**src/rtl/iob_bus_watch_monitor.sv**
```systemverilog
// Bus watch monitor for a native iob bus: masked address watchpoints with hit
// counters, an idle watchdog, and a trap/halt sequencer for ending simulation.
module iob_bus_watch_monitor #(
  parameter int ADDR_W     = 32,
  parameter int DATA_W     = 32,
  parameter int NUM_WP     = 4,
  parameter int CNT_W      = 16,
  parameter int HALT_DELAY = 10,
  parameter int IDLE_MAX   = 0
) (
  input  logic                     clk,
  input  logic                     rst,
  input  logic                     valid,
  input  logic [ADDR_W-1:0]        addr,
  input  logic [DATA_W-1:0]        wdata,
  input  logic [DATA_W/8-1:0]      wstrb,
  input  logic                     ready,
  input  logic                     trap,
  input  logic [NUM_WP*ADDR_W-1:0] wp_addr,
  input  logic [NUM_WP*ADDR_W-1:0] wp_mask,
  input  logic [NUM_WP*2-1:0]      wp_mode,
  input  logic [NUM_WP-1:0]        wp_halt,
  input  logic                     cnt_clr,
  output logic [NUM_WP-1:0]        hit,
  output logic [NUM_WP*CNT_W-1:0]  hit_cnt,
  output logic [ADDR_W-1:0]        last_addr,
  output logic [DATA_W-1:0]        last_wdata,
  output logic                     timeout,
  output logic                     halt_req,
  output logic [1:0]               state
);

  // state | meaning
  // RUN   | normal monitoring, waiting for a halt trigger
  // DRAIN | trigger seen, counting down HALT_DELAY cycles
  // HALT  | halt_req asserted, terminal until rst
  typedef enum logic [1:0] {
    ST_RUN   = 2'd0,
    ST_DRAIN = 2'd1,
    ST_HALT  = 2'd2
  } state_t;

  localparam int DLY_W = (HALT_DELAY > 1) ? $clog2(HALT_DELAY) : 1;

  logic              hs;
  logic              is_wr;
  logic [NUM_WP-1:0] match;
  logic              timeout_event;
  logic              trigger;
  state_t            state_q, state_d;
  logic [DLY_W-1:0]  dly_q, dly_d;

  always_comb begin
    hs    = valid & ready;
    is_wr = |wstrb;
    match = '0;
    for (int i = 0; i < NUM_WP; i++) begin
      match[i] = hs
        && ~|((addr ^ wp_addr[i*ADDR_W +: ADDR_W]) & wp_mask[i*ADDR_W +: ADDR_W])
        && (is_wr ? wp_mode[2*i] : wp_mode[2*i+1]);
    end
  end

  always_ff @(posedge clk) begin
    if (rst) begin
      hit        <= '0;
      last_addr  <= '0;
      last_wdata <= '0;
    end else begin
      hit <= match;
      if (|match) begin
        last_addr  <= addr;
        last_wdata <= is_wr ? wdata : '0;
      end
    end
  end

  for (genvar g = 0; g < NUM_WP; g++) begin : g_cnt
    logic [CNT_W-1:0] cnt_q;

    // A clear that coincides with a match still counts that match.
    always_ff @(posedge clk) begin
      if (rst) begin
        cnt_q <= '0;
      end else if (cnt_clr) begin
        cnt_q <= match[g] ? CNT_W'(1) : '0;
      end else if (match[g] && (cnt_q != '1)) begin
        cnt_q <= cnt_q + 1'b1;
      end
    end

    assign hit_cnt[g*CNT_W +: CNT_W] = cnt_q;
  end

  if (IDLE_MAX > 0) begin : g_wd
    localparam int IDLE_W = $clog2(IDLE_MAX + 1);
    logic [IDLE_W-1:0] idle_q;

    always_ff @(posedge clk) begin
      if (rst) begin
        idle_q <= '0;
      end else if (hs) begin
        idle_q <= '0;
      end else if (idle_q != IDLE_W'(IDLE_MAX)) begin
        idle_q <= idle_q + 1'b1;
      end
    end

    // Fires on the cycle the idle count reaches IDLE_MAX, once per reset.
    assign timeout_event = !hs && !timeout && (idle_q == IDLE_W'(IDLE_MAX - 1));
  end else begin : g_no_wd
    assign timeout_event = 1'b0;
  end

  always_ff @(posedge clk) begin
    if (rst) begin
      timeout <= 1'b0;
    end else if (timeout_event) begin
      timeout <= 1'b1;
    end
  end

  assign trigger = trap | timeout_event | (|(match & wp_halt));

  always_ff @(posedge clk) begin
    if (rst) begin
      state_q <= ST_RUN;
      dly_q   <= '0;
    end else begin
      state_q <= state_d;
      dly_q   <= dly_d;
    end
  end

  always_comb begin
    state_d = state_q;
    dly_d   = dly_q;
    case (state_q)
      ST_RUN: begin
        if (trigger) begin
          if (HALT_DELAY == 0) begin
            state_d = ST_HALT;
          end else begin
            state_d = ST_DRAIN;
            dly_d   = DLY_W'(HALT_DELAY - 1);
          end
        end
      end
      ST_DRAIN: begin
        if (dly_q == '0) begin
          state_d = ST_HALT;
        end else begin
          dly_d = dly_q - 1'b1;
        end
      end
      ST_HALT: begin
        state_d = ST_HALT;
      end
      default: begin
        state_d = ST_RUN;
      end
    endcase
  end

  assign halt_req = (state_q == ST_HALT);
  assign state    = state_q;

endmodule

```
**config.mk**
```make
export PLATFORM = sky130hd
export DESIGN_NAME = iob_bus_watch_monitor
export DESIGN_NICKNAME = d
export VERILOG_FILES = /design/src/rtl/iob_bus_watch_monitor.sv
export SDC_FILE = /design/constraint.sdc
export NUM_CORES = 1
export LEC_CHECK = 0
export CAP_MARGIN = 20
export CORE_AREA = 4 4 184 186
export DETAILED_ROUTE_END_ITERATION = 10
export DIE_AREA = 0 0 188 190
export PLACE_DENSITY = 0.65
export SLEW_MARGIN = 20
export SYNTH_ARGS = -nofsm -noshare
export SYNTH_HDL_FRONTEND = slang
export SYNTH_SLANG_ARGS = --single-unit
```
**constraint.sdc**
```tcl
create_clock -name clk -period 8.43 [get_ports clk]
set_input_delay 2.1075 -clock clk [delete_from_list [all_inputs] [get_ports clk]]
set_output_delay 2.1075 -clock clk [all_outputs]
set_load 0.02 [all_outputs]
```
After elaboration in Yosys (flattened, before gate mapping)
Index checks and enable logic that the tools add are counted.
{"block": "op_classes", "reduce_logical": 32, "bitwise_logic": 11, "addsub": 5, "muxes": 23, "n_eq_ne": 9}
{"operator": "bitwise AND 32 bit", "count": 4}
{"operator": "two-way mux 16 bit", "count": 8}
{"operator": "OR reduction 32 bit", "count": 4}
{"operator": "bitwise XOR 32 bit", "count": 4}
{"operator": "adder 16 x 1 -> 16 bit, second input constant", "count": 4}
{"operator": "!= test 16 bit, second input constant", "count": 4}
{"operator": "two-way mux 32 bit", "count": 1}
{"operator": "logical AND 1 bit", "count": 12}
{"operator": "OR reduction 4 bit", "count": 3}
{"operator": "nonzero test 2 bit", "count": 5}
{"operator": "two-way mux 1 bit", "count": 8}
{"operator": "two-way mux 4 bit", "count": 2}
{"operator": "case mux 4 bit (2 select lines)", "count": 1}
{"operator": "!= test 2 bit, second input constant", "count": 3}
{"operator": "case mux 2 bit (3 select lines)", "count": 1}
{"operator": "bitwise AND 4 bit", "count": 1}
{"operator": "zero test 1 bit", "count": 4}
{"operator": "zero test 4 bit", "count": 1}
{"operator": "two-way mux 2 bit", "count": 2}
{"operator": "subtractor 4 x 1 -> 4 bit, second input constant", "count": 1}
{"operator": "AND reduction 3 bit", "count": 1}
{"operator": "equality test 2 x 1 -> 1 bit, second input constant", "count": 1}
{"operator": "equality test 2 bit, second input constant", "count": 1}
{"operator": "zero test 2 bit", "count": 1}
{"operator": "other kinds (3)", "count": 3}
{"block": "totals", "register_bits": 138, "word_cells": 89, "out_inout_bits": 136}

Depth between registers and ports, before layout
{"block": "logic_depth", "depth_word": 11, "depth_mapped": 12, "depth_no_buf": 8}

Worst setup path before layout
No wires, ideal clock.
{"block": "synth_path", "path_kind": "input to register", "startpoint": "in addr[24]", "endpoint": "reg dly_q[2]", "setup_time_ns": 0.070, "stages": 9, "slack_ns": 4.284, "arrival_ns": 4.076, "t_required_ns": 8.360, "path_buffers": 1, "path_cell_list": "buf_6 -> xor2_1 -> a22oi_1 -> nand4_1 -> nor4_4 -> a32oi_2 -> and3_4 -> or4_1 -> a21oi_1"}
{"block": "synth_via", "elab_chain_cells": 11}
{"item": "from (decl)", "line": "14", "source": "input logic [ADDR_W-1:0] addr,"}
{"item": "bitwise XOR 32 bit", "line": "59", "source": "&& ~|((addr ^ wp_addr[i*ADDR_W +: ADDR_W]) & wp_mask[i*ADDR_W +: ADDR_W])"}
{"item": "bitwise AND 32 bit", "line": "59"}
{"item": "OR reduction 32 bit", "line": "59"}
{"item": "zero test 1 bit", "line": "59"}
{"item": "logical AND 1 bit", "line": "59"}
{"item": "logical AND 1 bit", "line": "60", "source": "&& (is_wr ? wp_mode[2*i] : wp_mode[2*i+1]);"}
{"item": "bitwise AND 4 bit *", "line": "123", "source": "assign trigger = trap | timeout_event | (|(match & wp_halt));"}
{"item": "OR reduction 4 bit *", "line": "123"}
{"item": "bitwise OR 1 bit *", "line": "123"}
{"item": "!= test 2 bit (no line) *"}
{"item": "AND reduction 3 bit (no line) *"}
{"item": "to (signal assigned)", "line": "131", "source": "dly_q <= dly_d;"}
{"item": "to (decl)", "line": "51", "source": "logic [DLY_W-1:0] dly_q, dly_d;"}
Mark *: on every way between the ends. The rest lies on a longest branch, timed or not.
A chain may end at the register's enable or synchronous reset.

Worst setup path in the final report
{"block": "layout_path", "startpoint": "in addr[31]", "endpoint": "reg last_addr[11]"}
{"block": "layout_via", "elab_chain_cells": 7}
{"item": "bitwise XOR 32 bit", "line": "59"}
{"item": "bitwise AND 32 bit", "line": "59"}
{"item": "OR reduction 32 bit", "line": "59"}
{"item": "zero test 1 bit", "line": "59"}
{"item": "logical AND 1 bit", "line": "59"}
{"item": "logical AND 1 bit", "line": "60"}
{"item": "OR reduction 4 bit *", "line": "71", "source": "if (|match) begin"}
{"item": "to (signal assigned)", "line": "72", "source": "last_addr <= addr;"}
{"item": "to (decl)", "line": "26", "source": "output logic [ADDR_W-1:0] last_addr,"}
Marked as above.

==> qor.txt <==
Post-synthesis sequential area ratio: 34.6%
Worst setup SP type: input port
Max IR drop VDD: 0.116 mV
Die Area: 35700 um^2
Fmax: 179 MHz
Post-CTS sizing: 0
CTS buffer count: 17
Critical path cell sequence: clkdlybuf4s50_1 > xor2_1 > a22oi_1 > nand4_1 > nor4_1 > nand2_1 > and4_2 > buf_4 > nand2_1 > a21oi_1
Main synth FF type: dfxtp_1
Placer congestion estimate: 0.897
Clock transition at path regs: 0.06 ns
Util after Layout: 42.2%
Detailed Place HPWL: 34.7 mm
WL per Instance: 22.6 um
Post-route cell area: 13600 um^2
Fin. Hold Viols: 0
Clock root cell: clkbuf_16
RSZ-0062 raised after global routing: no
Initial Util: 24.7%
# setup viols final: 0
Largest net degree at the start of global routing: 84
PnR Total Power: 1.90 mW
Post-CTS setup buffer count: 0
Worst R2R Setup Slack: 5.83 ns
Clock Skew: 0.0109 ns
Fin crit period: 5.60 ns
I/O pin count: 478
R2R cell count: 8
Die Ht: 190 um
Syn_nets: 1351
Mapped Avg Cell Area: 7.99 um^2
Overflow after GRT: 0
Required @ worst endpoint: 8.69 ns
Crit Reg-Reg Endpoint: g_cnt[3].cnt_q[13]$_SDFFE_PP0P_
Vias in the first global route: 9168
Initial antenna violation count: 11
Chip width: 188 um
Most common cell on crit path: nand2_1
Total Nets Final: 1778
Core Area: 32300 um^2
Layout cell share with drive strength beyond 1: 3.68%
Vias post-DR: 9087
Worst Max-Slew Pin Slew: 1.01 ns
Area after DPL: 13000 um^2
Static Leak: 4.69 nW
Crit Path Max Fanout: 34
Final period utilization: 66.4%
FP Rows: 66
CP arrival: 5.86 ns
Slowest cell on crit path: clkdlybuf4s50_1
Ys Warns: 0
Fill cells: 3183
Area growth, synth to finish: 70.6%
Tot GR Track Use: 22.9%
Total Neg Setup Slack: 0 ns
Initial DRC count: 544
CTS tree: done
Longest Clk Path Bufs: 2
Drt drc: 0
Pre-antenna DRT Iters: 5
EDFF count, synth: 0
Hold buffer count at cts: 0
Worst Setup SP: addr[31]
Gate count after technology mapping: 999
Slowest Stage Delay on Critical Path: 0.84 ns
Launch point of the worst reg-to-reg path: g_cnt[3].cnt_q[6]$_SDFFE_PP0P_
First-pass GRT wire length: 60.6 mm
Pwr Density: 140 nW/um^2
Yosys cell types: 53
Hold Crit Class: flop to flop
Async SR Flop Fraction: 0%
Crit Path Class: input port to flop
CTS H-tree lvls: 4
Mapped Area: 7990 um^2
Via-to-Cell Ratio: 4.82
Antenna Nets Post-Route: 0
Seq cells post-synth: 138
Max Slew Vio Count: 0
CP endpoint: last_addr[11]$_SDFFE_PP0P_
CTS Sinks: 138
Max-Slew Margin vs Limit: 32.7%
Port bufs: 476
CP Capture Type: flop
Routed wire length: 42.6 mm
Worst-Skew Late Latency: 0.43 ns
Outcome: finished, final reports clean
Maxcap violations: 0
==> cell usage after synthesis, types with 3 or more instances <==
| cell type | number | area [um^2] |
|---|---|---|
| ha_1 | 10 | 125 |
| a22oi_1 | 60 | 450 |
| nand3b_1 | 6 | 45.0 |
| a221oi_1 | 4 | 35.0 |
| xnor2_1 | 38 | 333 |
| nor2_1 | 67 | 251 |
| nor3_1 | 30 | 150 |
| or3_1 | 11 | 68.8 |
| a2bb2oi_1 | 3 | 26.3 |
| mux2i_1 | 6 | 60.1 |
| nand3_1 | 57 | 285 |
| nand2_1 | 140 | 526 |
| and2_1 | 3 | 18.8 |
| a222oi_1 | 3 | 30.0 |
| nand4_1 | 27 | 169 |
| a22o_1 | 4 | 35.0 |
| and4_1 | 5 | 43.8 |
| and3_1 | 11 | 68.8 |
| or2_2 | 3 | 18.8 |
| buf_2 | 19 | 95.1 |
| a21oi_1 | 91 | 455 |
| nor4_1 | 15 | 93.8 |
| dfxtp_1 | 138 | 2760 |
| clkbuf_1 | 46 | 173 |
| o21ai_0 | 14 | 70.1 |
| inv_1 | 21 | 78.8 |
| buf_6 | 4 | 45.0 |
| xor2_1 | 131 | 1150 |
==> worst min path at each step <==
stage | startpoint | end | slack [ns] | cells past startpoint
after floorplan | dly_q[1]$_SDFFE_PP0P_ | dly_q[1]$_SDFFE_PP0P_ | 0.46 | 2
final | last_addr[13]$_SDFFE_PP0P_ | last_addr[13]$_SDFFE_PP0P_ | 0.45 | 2
after global routing | last_wdata[27]$_SDFFE_PP0P_ | last_wdata[27]$_SDFFE_PP0P_ | 0.48 | 2
after CTS | last_addr[13]$_SDFFE_PP0P_ | last_addr[13]$_SDFFE_PP0P_ | 0.45 | 2
after global placement | last_wdata[28]$_SDFFE_PP0P_ | last_wdata[28]$_SDFFE_PP0P_ | 0.44 | 2
after detailed placement | last_addr[22]$_SDFFE_PP0P_ | last_addr[22]$_SDFFE_PP0P_ | 0.44 | 2
==> where the power goes <==
part / switching (mW) / total (mW) / internal [mW]
Clock: 0.318 / 0.794 / 0.477
Combinational: 0.204 / 0.436 / 0.232
Sequential: 0.00975 / 0.673 / 0.663
Total: 0.531 / 1.90 / 1.37
==> placed cells by master (no fill, tap or decap), types with 2 or more instances in the layout <==
| cell type | n |
|---|---|
| clkdlybuf4s50_1 | 475 |
| nand2_1 | 140 |
| dfxtp_1 | 138 |
| xor2_1 | 131 |
| a21oi_1 | 91 |
| nor2_1 | 67 |
| a22oi_1 | 60 |
| nand3_1 | 57 |
| xnor2_1 | 38 |
| nor3_1 | 30 |
| nand4_1 | 27 |
| inv_1 | 21 |
| clkbuf_16 | 17 |
| nor4_1 | 15 |
| o21ai_0 | 14 |
| and3_1 | 11 |
| or3_1 | 11 |
| ha_1 | 10 |
| nand3b_1 | 6 |
| mux2i_1 | 6 |
| buf_4 | 5 |
| diode_2 | 4 |
| a22o_1 | 4 |
| a221oi_1 | 4 |
| and4_1 | 4 |
| a222oi_1 | 3 |
| or2_2 | 3 |
| a2bb2oi_1 | 3 |
| and2_1 | 3 |
| clkinvlp_4 | 3 |
| bufinv_16 | 3 |
| clkinv_4 | 3 |
| a31oi_1 | 2 |
| o31ai_1 | 2 |
| nand4_4 | 2 |
| nor2b_1 | 2 |
| o211ai_1 | 2 |
| nor4_4 | 2 |
| a31o_2 | 2 |
| clkinv_2 | 2 |
==> final cells by class <==
cell class                      instances  area, um^2  area share, %
Antenna cell                            4        10.0         0.0735
Clock buffer                           19         443           3.25
Clock inverter                         13         169           1.24
Inverter                               21        78.8          0.578
Multi-Input combinational cell        768        4820           35.4
Sequential cell                       138        2760           20.3
Tap cell                              442         553           4.06
Timing Repair Buffer                  480        4790           35.2
==> metrics by stage <==
stage               setup WS (ns)  cells  hold slack (ns)
floorplan                    4.28    999            0.463
global placement             2.13   1849            0.437
detailed placement           2.17   1849            0.444
CTS                          2.65   1881            0.453
global route                 2.51   1882            0.476
finish                       2.83   1885            0.449
==> logic make-up (layout without fill, tap and decap cells) <==
| kind of cell | after synthesis | count (layout) | share of synthesized area, % |
|---|---|---|---|
| AOI/OAI and AO/OA | 192 | 192 | 15.2 |
| xor gates and xnor gates | 169 | 169 | 18.5 |
| adders and majority gates | 10 | 10 | 1.57 |
| buffers and inverters | 93 | 533 | 5.20 |
| DFF | 138 | 138 | 34.6 |
| muxes | 8 | 8 | 1.08 |
| other | 1 | 5 | 0.0470 |
| and+or+nand+nor | 388 | 388 | 23.8 |
==> layer usage <==
layer / track usage [%] / wire, um
met5: 0 / 88
met4: 6.18 / 763
met3: 9.67 / 4360
met2: 36.6 / 19500
met1: 28.4 / 17900
==> sequential cells by signal (all words and copies together) (netlist names) <==
| name | count |
|---|---|
| last_addr | 32 |
| hit | 4 |
| dly_q | 4 |
| last_wdata | 32 |
| state | 2 |
| g_cnt.cnt_q | 64 |
==> critical path, delay by kind of cell <==
kind	cells	cell delay, ns
and+or+nand+nor	5	1.89
buffers and inverters	2	1.20
AOI/OAI and AO/OA	2	0.30
xor gates and xnor gates	1	0.33
(Power assumes the default switching activity.)
